**config.mk**
```make
export PLATFORM = sky130hd
export DESIGN_NAME = multi_early_debouncer
export DESIGN_NICKNAME = d
export VERILOG_FILES = /design/src/rtl/debounce_pkg.sv /design/src/rtl/tick_gen.sv /design/src/rtl/multi_early_debouncer.sv
export SDC_FILE = /design/constraint.sdc
export NUM_CORES = 1
export LEC_CHECK = 0
export BUFFER_PORTS_ARGS = -buffer_cell sky130_fd_sc_hd__buf_2
export CAP_MARGIN = 15
export CORE_ASPECT_RATIO = 1.25
export CORE_MARGIN = 10
export CORE_UTILIZATION = 55
export CTS_CLUSTER_SIZE = 25
export DETAILED_ROUTE_END_ITERATION = 10
export PLACE_DENSITY = 0.74
export SYNTH_ARGS = -nofsm -noshare
export SYNTH_HDL_FRONTEND = slang
export SYNTH_SLANG_ARGS = --single-unit
```
**constraint.sdc**
```tcl
create_clock -name clk -period 3.2 [get_ports clk]
set_clock_uncertainty 0.05 [all_clocks]
set_input_delay 0.16 -clock clk [delete_from_list [all_inputs] [get_ports clk]]
set_output_delay 0.16 -clock clk [all_outputs]
set_load 0.02 [all_outputs]
```
**src/rtl/debounce_pkg.sv**
```systemverilog
// Shared definitions for the debouncer family.
//
// Contents:
//   db_state_t      - per-channel debounce FSM state encoding
//   DEF_*           - default parameter values shared by debouncer variants
package debounce_pkg;

  // ZERO/ONE are the settled levels.
  // HOLD1/HOLD0 are the blind windows that follow an accepted edge.
  typedef enum logic [1:0] {
    ZERO  = 2'd0,
    HOLD1 = 2'd1,
    ONE   = 2'd2,
    HOLD0 = 2'd3
  } db_state_t;

  localparam int   DEF_N_CH        = 4;
  localparam int   DEF_TICK_CYCLES = 1_000_000;  // 10 ms at 100 MHz
  localparam int   DEF_HOLD_TICKS  = 3;
  localparam int   DEF_SYNC_STAGES = 2;
  localparam logic DEF_IDLE_LEVEL  = 1'b0;

endpackage

```
**src/rtl/tick_gen.sv**
```systemverilog
// Shared hold-tick prescaler.
//
// A free-running counter counts 0..TICK_CYCLES-1 and then wraps.
// tick is high for the one cycle in which the count sits at TICK_CYCLES-1.
// After reset is released, the first tick is therefore sampled
// TICK_CYCLES clocks later.
//
// Ports:
//   clk   - system clock
//   reset - asynchronous, active-low reset (clears the count)
//   tick  - one-cycle pulse every TICK_CYCLES clocks
module tick_gen
  import debounce_pkg::*;
#(
  parameter int TICK_CYCLES = DEF_TICK_CYCLES
) (
  input  logic clk,
  input  logic reset,
  output logic tick
);

  localparam int            CW   = (TICK_CYCLES > 1) ? $clog2(TICK_CYCLES) : 1;
  localparam logic [CW-1:0] LAST = CW'(TICK_CYCLES - 1);

  logic [CW-1:0] cnt;

  always_ff @(posedge clk or negedge reset) begin
    if (!reset) begin
      cnt <= '0;
    end else if (cnt == LAST) begin
      cnt <= '0;
    end else begin
      cnt <= cnt + 1'b1;
    end
  end

  assign tick = (cnt == LAST);

endmodule

```
**src/rtl/multi_early_debouncer.sv**
```systemverilog
// Multi-channel early-response debouncer.
//
// Each channel synchronises its raw switch input. The first edge of the
// synchronised level is accepted immediately. The channel then goes blind
// for HOLD_TICKS ticks of the shared prescaler. The tick that coincides
// with the accepting edge is not counted, so the blind window lasts
// between (HOLD_TICKS-1)*TICK_CYCLES and HOLD_TICKS*TICK_CYCLES clocks.
//
// Ports:
//   clk   - system clock
//   reset - asynchronous, active-low reset
//   sw    - raw asynchronous switch inputs, one per channel
//   db    - debounced levels (IDLE_LEVEL after reset)
//   rise  - one-cycle pulse on the edge where db[i] goes 0->1
//   fall  - one-cycle pulse on the edge where db[i] goes 1->0
//   busy  - high while channel i is in HOLD1 or HOLD0
//
// Per-channel FSM states are collected in the st array so that
// checkers can bind to them.
module multi_early_debouncer
  import debounce_pkg::*;
#(
  parameter int   N_CH        = DEF_N_CH,
  parameter int   TICK_CYCLES = DEF_TICK_CYCLES,
  parameter int   HOLD_TICKS  = DEF_HOLD_TICKS,
  parameter int   SYNC_STAGES = DEF_SYNC_STAGES,
  parameter logic IDLE_LEVEL  = DEF_IDLE_LEVEL
) (
  input  logic            clk,
  input  logic            reset,
  input  logic [N_CH-1:0] sw,
  output logic [N_CH-1:0] db,
  output logic [N_CH-1:0] rise,
  output logic [N_CH-1:0] fall,
  output logic [N_CH-1:0] busy
);

  localparam int             HCW     = $clog2(HOLD_TICKS + 1);
  localparam logic [HCW-1:0] LAST_HC = HCW'(HOLD_TICKS - 1);
  localparam db_state_t      IDLE_ST = IDLE_LEVEL ? ONE : ZERO;

  logic      tick;
  db_state_t st [N_CH];

  tick_gen #(
    .TICK_CYCLES(TICK_CYCLES)
  ) u_tick_gen (
    .clk  (clk),
    .reset(reset),
    .tick (tick)
  );

  for (genvar i = 0; i < N_CH; i++) begin : g_ch
    logic [SYNC_STAGES-1:0] sync_q;
    logic                   s;
    db_state_t              st_q;
    logic [HCW-1:0]         hc;
    logic                   db_q;
    logic                   busy_q;
    logic                   rise_q;
    logic                   fall_q;

    // The synchroniser resets to the idle level. A switch that is already
    // at the idle level after reset therefore produces no spurious edge.
    always_ff @(posedge clk or negedge reset) begin
      if (!reset) begin
        sync_q <= {SYNC_STAGES{IDLE_LEVEL}};
      end else begin
        sync_q <= {sync_q[SYNC_STAGES-2:0], sw[i]};
      end
    end

    assign s = sync_q[SYNC_STAGES-1];

    // db, busy, rise and fall are registered next to the state. They
    // change on the same edge as the state transition that defines them.
    always_ff @(posedge clk or negedge reset) begin
      if (!reset) begin
        st_q   <= IDLE_ST;
        hc     <= '0;
        db_q   <= IDLE_LEVEL;
        busy_q <= 1'b0;
        rise_q <= 1'b0;
        fall_q <= 1'b0;
      end else begin
        rise_q <= 1'b0;
        fall_q <= 1'b0;
        case (st_q)
          ZERO: begin
            // A tick in this cycle is deliberately not counted toward the hold.
            if (s) begin
              st_q   <= HOLD1;
              hc     <= '0;
              db_q   <= 1'b1;
              busy_q <= 1'b1;
              rise_q <= 1'b1;
            end
          end
          HOLD1: begin
            if (tick) begin
              if (hc == LAST_HC) begin
                st_q   <= ONE;
                busy_q <= 1'b0;
              end else begin
                hc <= hc + 1'b1;
              end
            end
          end
          ONE: begin
            if (!s) begin
              st_q   <= HOLD0;
              hc     <= '0;
              db_q   <= 1'b0;
              busy_q <= 1'b1;
              fall_q <= 1'b1;
            end
          end
          HOLD0: begin
            if (tick) begin
              if (hc == LAST_HC) begin
                st_q   <= ZERO;
                busy_q <= 1'b0;
              end else begin
                hc <= hc + 1'b1;
              end
            end
          end
          default: begin
            st_q   <= IDLE_ST;
            hc     <= '0;
            db_q   <= IDLE_LEVEL;
            busy_q <= 1'b0;
          end
        endcase
      end
    end

    assign st[i]   = st_q;
    assign db[i]   = db_q;
    assign busy[i] = busy_q;
    assign rise[i] = rise_q;
    assign fall[i] = fall_q;
  end

endmodule

```
; Word-level counts from Yosys, hierarchy flattened
; Index checks and enable logic that the tools add are counted.
[totals]
input_bits = 6
word_cells = 208
output_inout_bits = 16
register_bits = 60
[op_classes]
n_mux = 93
eq_ne = 53
n_addsub = 5
reduce_logical = 28
[op_table]
columns = operator, count
row1 = 2-bit 2-to-1 mux, 40
row2 = 2-bit != test (second input constant), 28
row3 = 1-bit 2-to-1 mux, 36
row4 = 2-bit case mux with 4 select lines, 4
row5 = 4-bit AND reduction, 8
row6 = 2-bit == test (second input constant), 12
row7 = 2-bit case mux with 3 select lines, 4
row8 = 6-bit AND reduction, 4
row9 = 20-bit by 1-bit adder with 20-bit output (second input constant), 1
row10 = 20-bit == test (second input constant), 1
row11 = 20-bit 2-to-1 mux, 1
row12 = 2-bit by 1-bit != test with 1-bit output (second input constant), 8
row13 = 1-bit case mux with 3 select lines, 4
row14 = 3-bit AND reduction, 4
row15 = 2-bit by 1-bit adder with 2-bit output (second input constant), 4
row16 = 2-bit by 1-bit == test with 1-bit output (second input constant), 4
row17 = 2-bit logical NOT, 4
row18 = 1-bit case mux with 2 select lines, 4
row19 = 2-bit nonzero test, 4
row20 = 2-bit OR reduction, 4

; Depth between registers and ports, before layout
[logic_depth]
ltp_word = 4
mapped_depth = 6
depth_no_buf = 6

; Cells and area by module
; From an unflattened synthesis, not the netlist that was laid out.
[hier_totals]
hier_cells = 305
hier_area_um2 = 3369.5
[by_module_without_submodules]
columns = module, cells_per_inst, instances, seq_area_each_um2, area_each_um2
row1 = multi_early_debouncer, 207, 1, 1001.0, 2323.5
row2 = tick_gen, 98, 1, 500.5, 1046.0

; Worst setup path after synthesis
; Ideal clock, no wire load.
[synth_timing]
path_kind = register to register
start = register u_tick_gen.cnt[0]
end = register g_ch[0].st_q[1]
setup_time_ps = 128
required_time_ps = 3022
stages_incl_launch_ff = 7
path_slack_ps = 1323
arrival_time_ps = 1700
path_buffers = 1
path_cell_list = dfrtp_1 > ha_1 > and3b_1 > clkbuf_1 > nand2_2 > o31ai_4 > mux2_1
[synth_between]
elab_chain_len = 3
[synth_rtl]
columns = element, line_no
row1 = "start, declared", tick_gen.sv:25  ; logic [CW-1:0] cnt;
row2 = "start signal, assigned", tick_gen.sv:33  ; cnt <= cnt + 1'b1;
row3 = 20-bit == test (*), tick_gen.sv:37  ; assign tick = (cnt == LAST);
row4 = 2-bit != test (no source line), -
row5 = 6-bit AND reduction (no source line) (*), -
row6 = "end signal, assigned", multi_early_debouncer.sv:79  ; st_q <= IDLE_ST;
row7 = "end signal, assigned", multi_early_debouncer.sv:92  ; st_q <= HOLD1;
row8 = "end signal, assigned", multi_early_debouncer.sv:102  ; st_q <= ONE;
row9 = "end, declared", multi_early_debouncer.sv:56  ; db_state_t st_q;
; Mark *: on every way between the ends. The rest lies on a longest branch, timed or not.
; A chain may end at the register's enable or synchronous reset.

; Worst setup path in the final report
[layout_timing]
start = register u_tick_gen.cnt[15]
end = register g_ch[1].st_q[1]
[layout_between]
elab_chain_len = 3
[layout_rtl]
columns = element, line_no
row1 = 20-bit == test (*), tick_gen.sv:37
row2 = 2-bit != test (no source line), -
row3 = 6-bit AND reduction (no source line) (*), -
row4 = "end signal, assigned", multi_early_debouncer.sv:79
row5 = "end signal, assigned", multi_early_debouncer.sv:92
row6 = "end signal, assigned", multi_early_debouncer.sv:102
row7 = "end, declared", multi_early_debouncer.sv:56
; Marked as above.

==> results.toml <==
[yosys]
avgSynthCellArea_um2 = 10.8
synth-edff-count = 0
yosysUniqueCellTypes = 45
synth_area_mm2 = 0.00315
synthCells = 293
syn_nets = 320
yosysWarnings = 0
ys.flop_type = "dfrtp_1"
yosysSeqAreaShare = 0.476
synth-seq-cells = 60
ys_async_sr_fraction = 1.00

[layout]
fill_cells = 455
post-route-util = 0.628
multi_input_area_mm2 = 0.00143
fin_nets = 336
register_area_mm2 = 0.00150
drive_gt1_frac = 0.156
mostFrequentLayoutCells = "60 x dfrtp_1, 27 x nor2_1, 21 x ha_1, 21 x buf_2, 20 x nand2_1"
area_growth_pct = 9.13
diodes = 0
mostFrequentLayoutCell = "dfrtp_1"

[power]
switchingPower_mw = 0.808
comb_power_share = 0.316
clockPowerShare = 0.291
intPower_mw = 1.57
swShare = 0.339
powerDensity_mw_per_mm2 = 692
ir_worst_vdd_mv = 0.266
pwr-share-seq = 0.393
power_leakage_nw = 1.56

[place]
gp_congestion = 0.785
dp_hpwl_mm = 4.17
port_buffers = 21

[timing]
whs_ns = 0.300
max_freq_mhz = 497
fin_crit_sh = 0.628
maxSlewViolCount = 0
fin_tns_setup_ns = 0
tightest_slew_ns = 0.653
max_slew_margin = 0.563
hold_viol = 0
finalSetupViolCount = 0
post-route-min-period_ns = 2.01
rsz0062_at_grt = "false"

[run]
maxCapViolCount = 0

[clock_network]
htree_levels = 3
worstSkewPairLatency_ns = 0.34
cts_buffers = 9
path_clk_slew_ns = 0.07
ctsResizeCount = 0
cts_tree = "done"
cts_buffer_depth = 2
numClockSinks = 60
post_cts_buffers = 0
cts_root_buffer = "clkbuf_8"

[floorplanning]
die_w_um = 87.7
start_util = 0.575
rows = 30
fp.coreArea_mm2 = 0.00548
die-area_mm2 = 0.00918
io_pins = 22
die_h_um = 105

[grt]
grt_antenna_before_repair = 0
grt_max_degree = 32
first_global_vias = 2240
grtUsageTotal = 0.139
grt_pass1_wl_mm = 10.4
grt.overflow.total = 0

[setup_path]
crit_arrival_ns = 2.19
worst-setup-path-type = "register to register"
cp_max_fo = 16
worstSetupStartpointType = "register"
worstPathRequired_ns = 3.38
end_kind = "register"

[drt]
drcViolationCount = 0
drtIter0Drc = 175
ant_nets = 0
vias = 2205
finalWirelength_mm = 5.75
routedWlPerCell_um = 15.2
dr.pass1.iters = 6
viasPerCell = 5.83

[min_path]
hold_path_class = "register to register"

[status]
outcome = "complete, no violations"
## critical path, cell delays in order, from the launching register on
cell and delay, ns:
dfrtp_1 0.46, nor4b_4 0.36, nand4_4 0.31, o31ai_4 0.37, mux2_1 0.35
## timing repair
| action | CTS | global route |
|---|---|---|
| endpoints found under the setup margin | 0 | 0 |
| hold buffers | 5 | 0 |
| hold endpoints to repair | 33 | 0 |
## per-stage QoR
stage               power (mW)  cells  setup WS [ns]  cell area, um^2
floorplan                 1.58    293           1.32             3150
global placement          1.68    357           1.25             3190
detailed placement        1.71    357           1.17             3190
CTS                       2.41    378           1.15             3440
global route              2.55    378           1.05             3440
finish                    2.38    378           1.19             3440
## sequential cells by signal (all words and copies together) (netlist names)
register and cells:
u_tick_gen.cnt 20, g_ch.db_q 4, g_ch.st_q 8, g_ch.rise_q 4
g_ch.sync_q 8, g_ch.fall_q 4, g_ch.busy_q 4, g_ch.hc 8
## final timing paths
check,from,end,slack [ns],depth (start not counted)
min reg2reg,g_ch[2].sync_q[0],g_ch[2].sync_q[1],0.30,0
max in group asynchronous,reset,u_tick_gen.cnt[4],1.93,3
min,g_ch[2].sync_q[0],g_ch[2].sync_q[1],0.30,0
max,u_tick_gen.cnt[15],g_ch[1].st_q[1],1.19,4
max reg2reg,u_tick_gen.cnt[15],g_ch[1].st_q[1],1.19,4
min in group asynchronous,reset,g_ch[1].db_q,0.32,2
## power groups by stage
stage,registers (mW),logic [mW],clock network [mW]
after floorplan,0.935,0.641,0
after global placement,0.946,0.738,0
after detailed placement,0.952,0.756,0
after CTS,0.938,0.764,0.704
after global routing,0.956,0.860,0.739
final,0.936,0.753,0.693
## Yosys cell counts (all sizes together) (3+ instances only)
library cell	n	share of area
dfrtp	60	0.48
nor2	27	0.032
buf	21	0.049
ha	21	0.083
nand2	21	0.026
o21ai	17	0.027
inv	16	0.019
nand4	11	0.029
nand3	9	0.014
o211ai	8	0.019
xnor2	8	0.022
mux2i	7	0.022
nor2b	6	0.012
nor4	6	0.017
and2	5	0.0099
nor3	5	0.0079
xor2	5	0.014
mux2	4	0.014
o31ai	4	0.018
a21oi	3	0.0048
a31oi	3	0.0060
and3b	3	0.0083
## metal layers
| layer | up-vias | track usage | wire length [um] |
|---|---|---|---|
| met1 | 1086 | 0.173 | 2490 |
| met4 | 0 | 0.0879 | 128 |
| met2 | 44 | 0.211 | 2850 |
| li1 | 1065 | - | - |
| met3 | 10 | 0.0311 | 281 |
| met5 | - | 0 | 0 |
## cell families after synthesis
kind of cell / synth area share
AOI/OAI and AO/OA: 0.108
and+or+nand+nor: 0.190
muxes: 0.0365
adders and majority gates: 0.0834
DFF: 0.476
xor gates and xnor gates: 0.0361
buffers and inverters: 0.0691
## final cells by class
class,instances,area share
inverters,16,0.0175
well taps,64,0.0233
repair buffers,27,0.0473
flip-flops and latches,60,0.437
clock inverters,4,0.0138
multi-input cells,195,0.417
clock buffers,12,0.0451
Note: power is estimated with default switching activity, not from simulation.
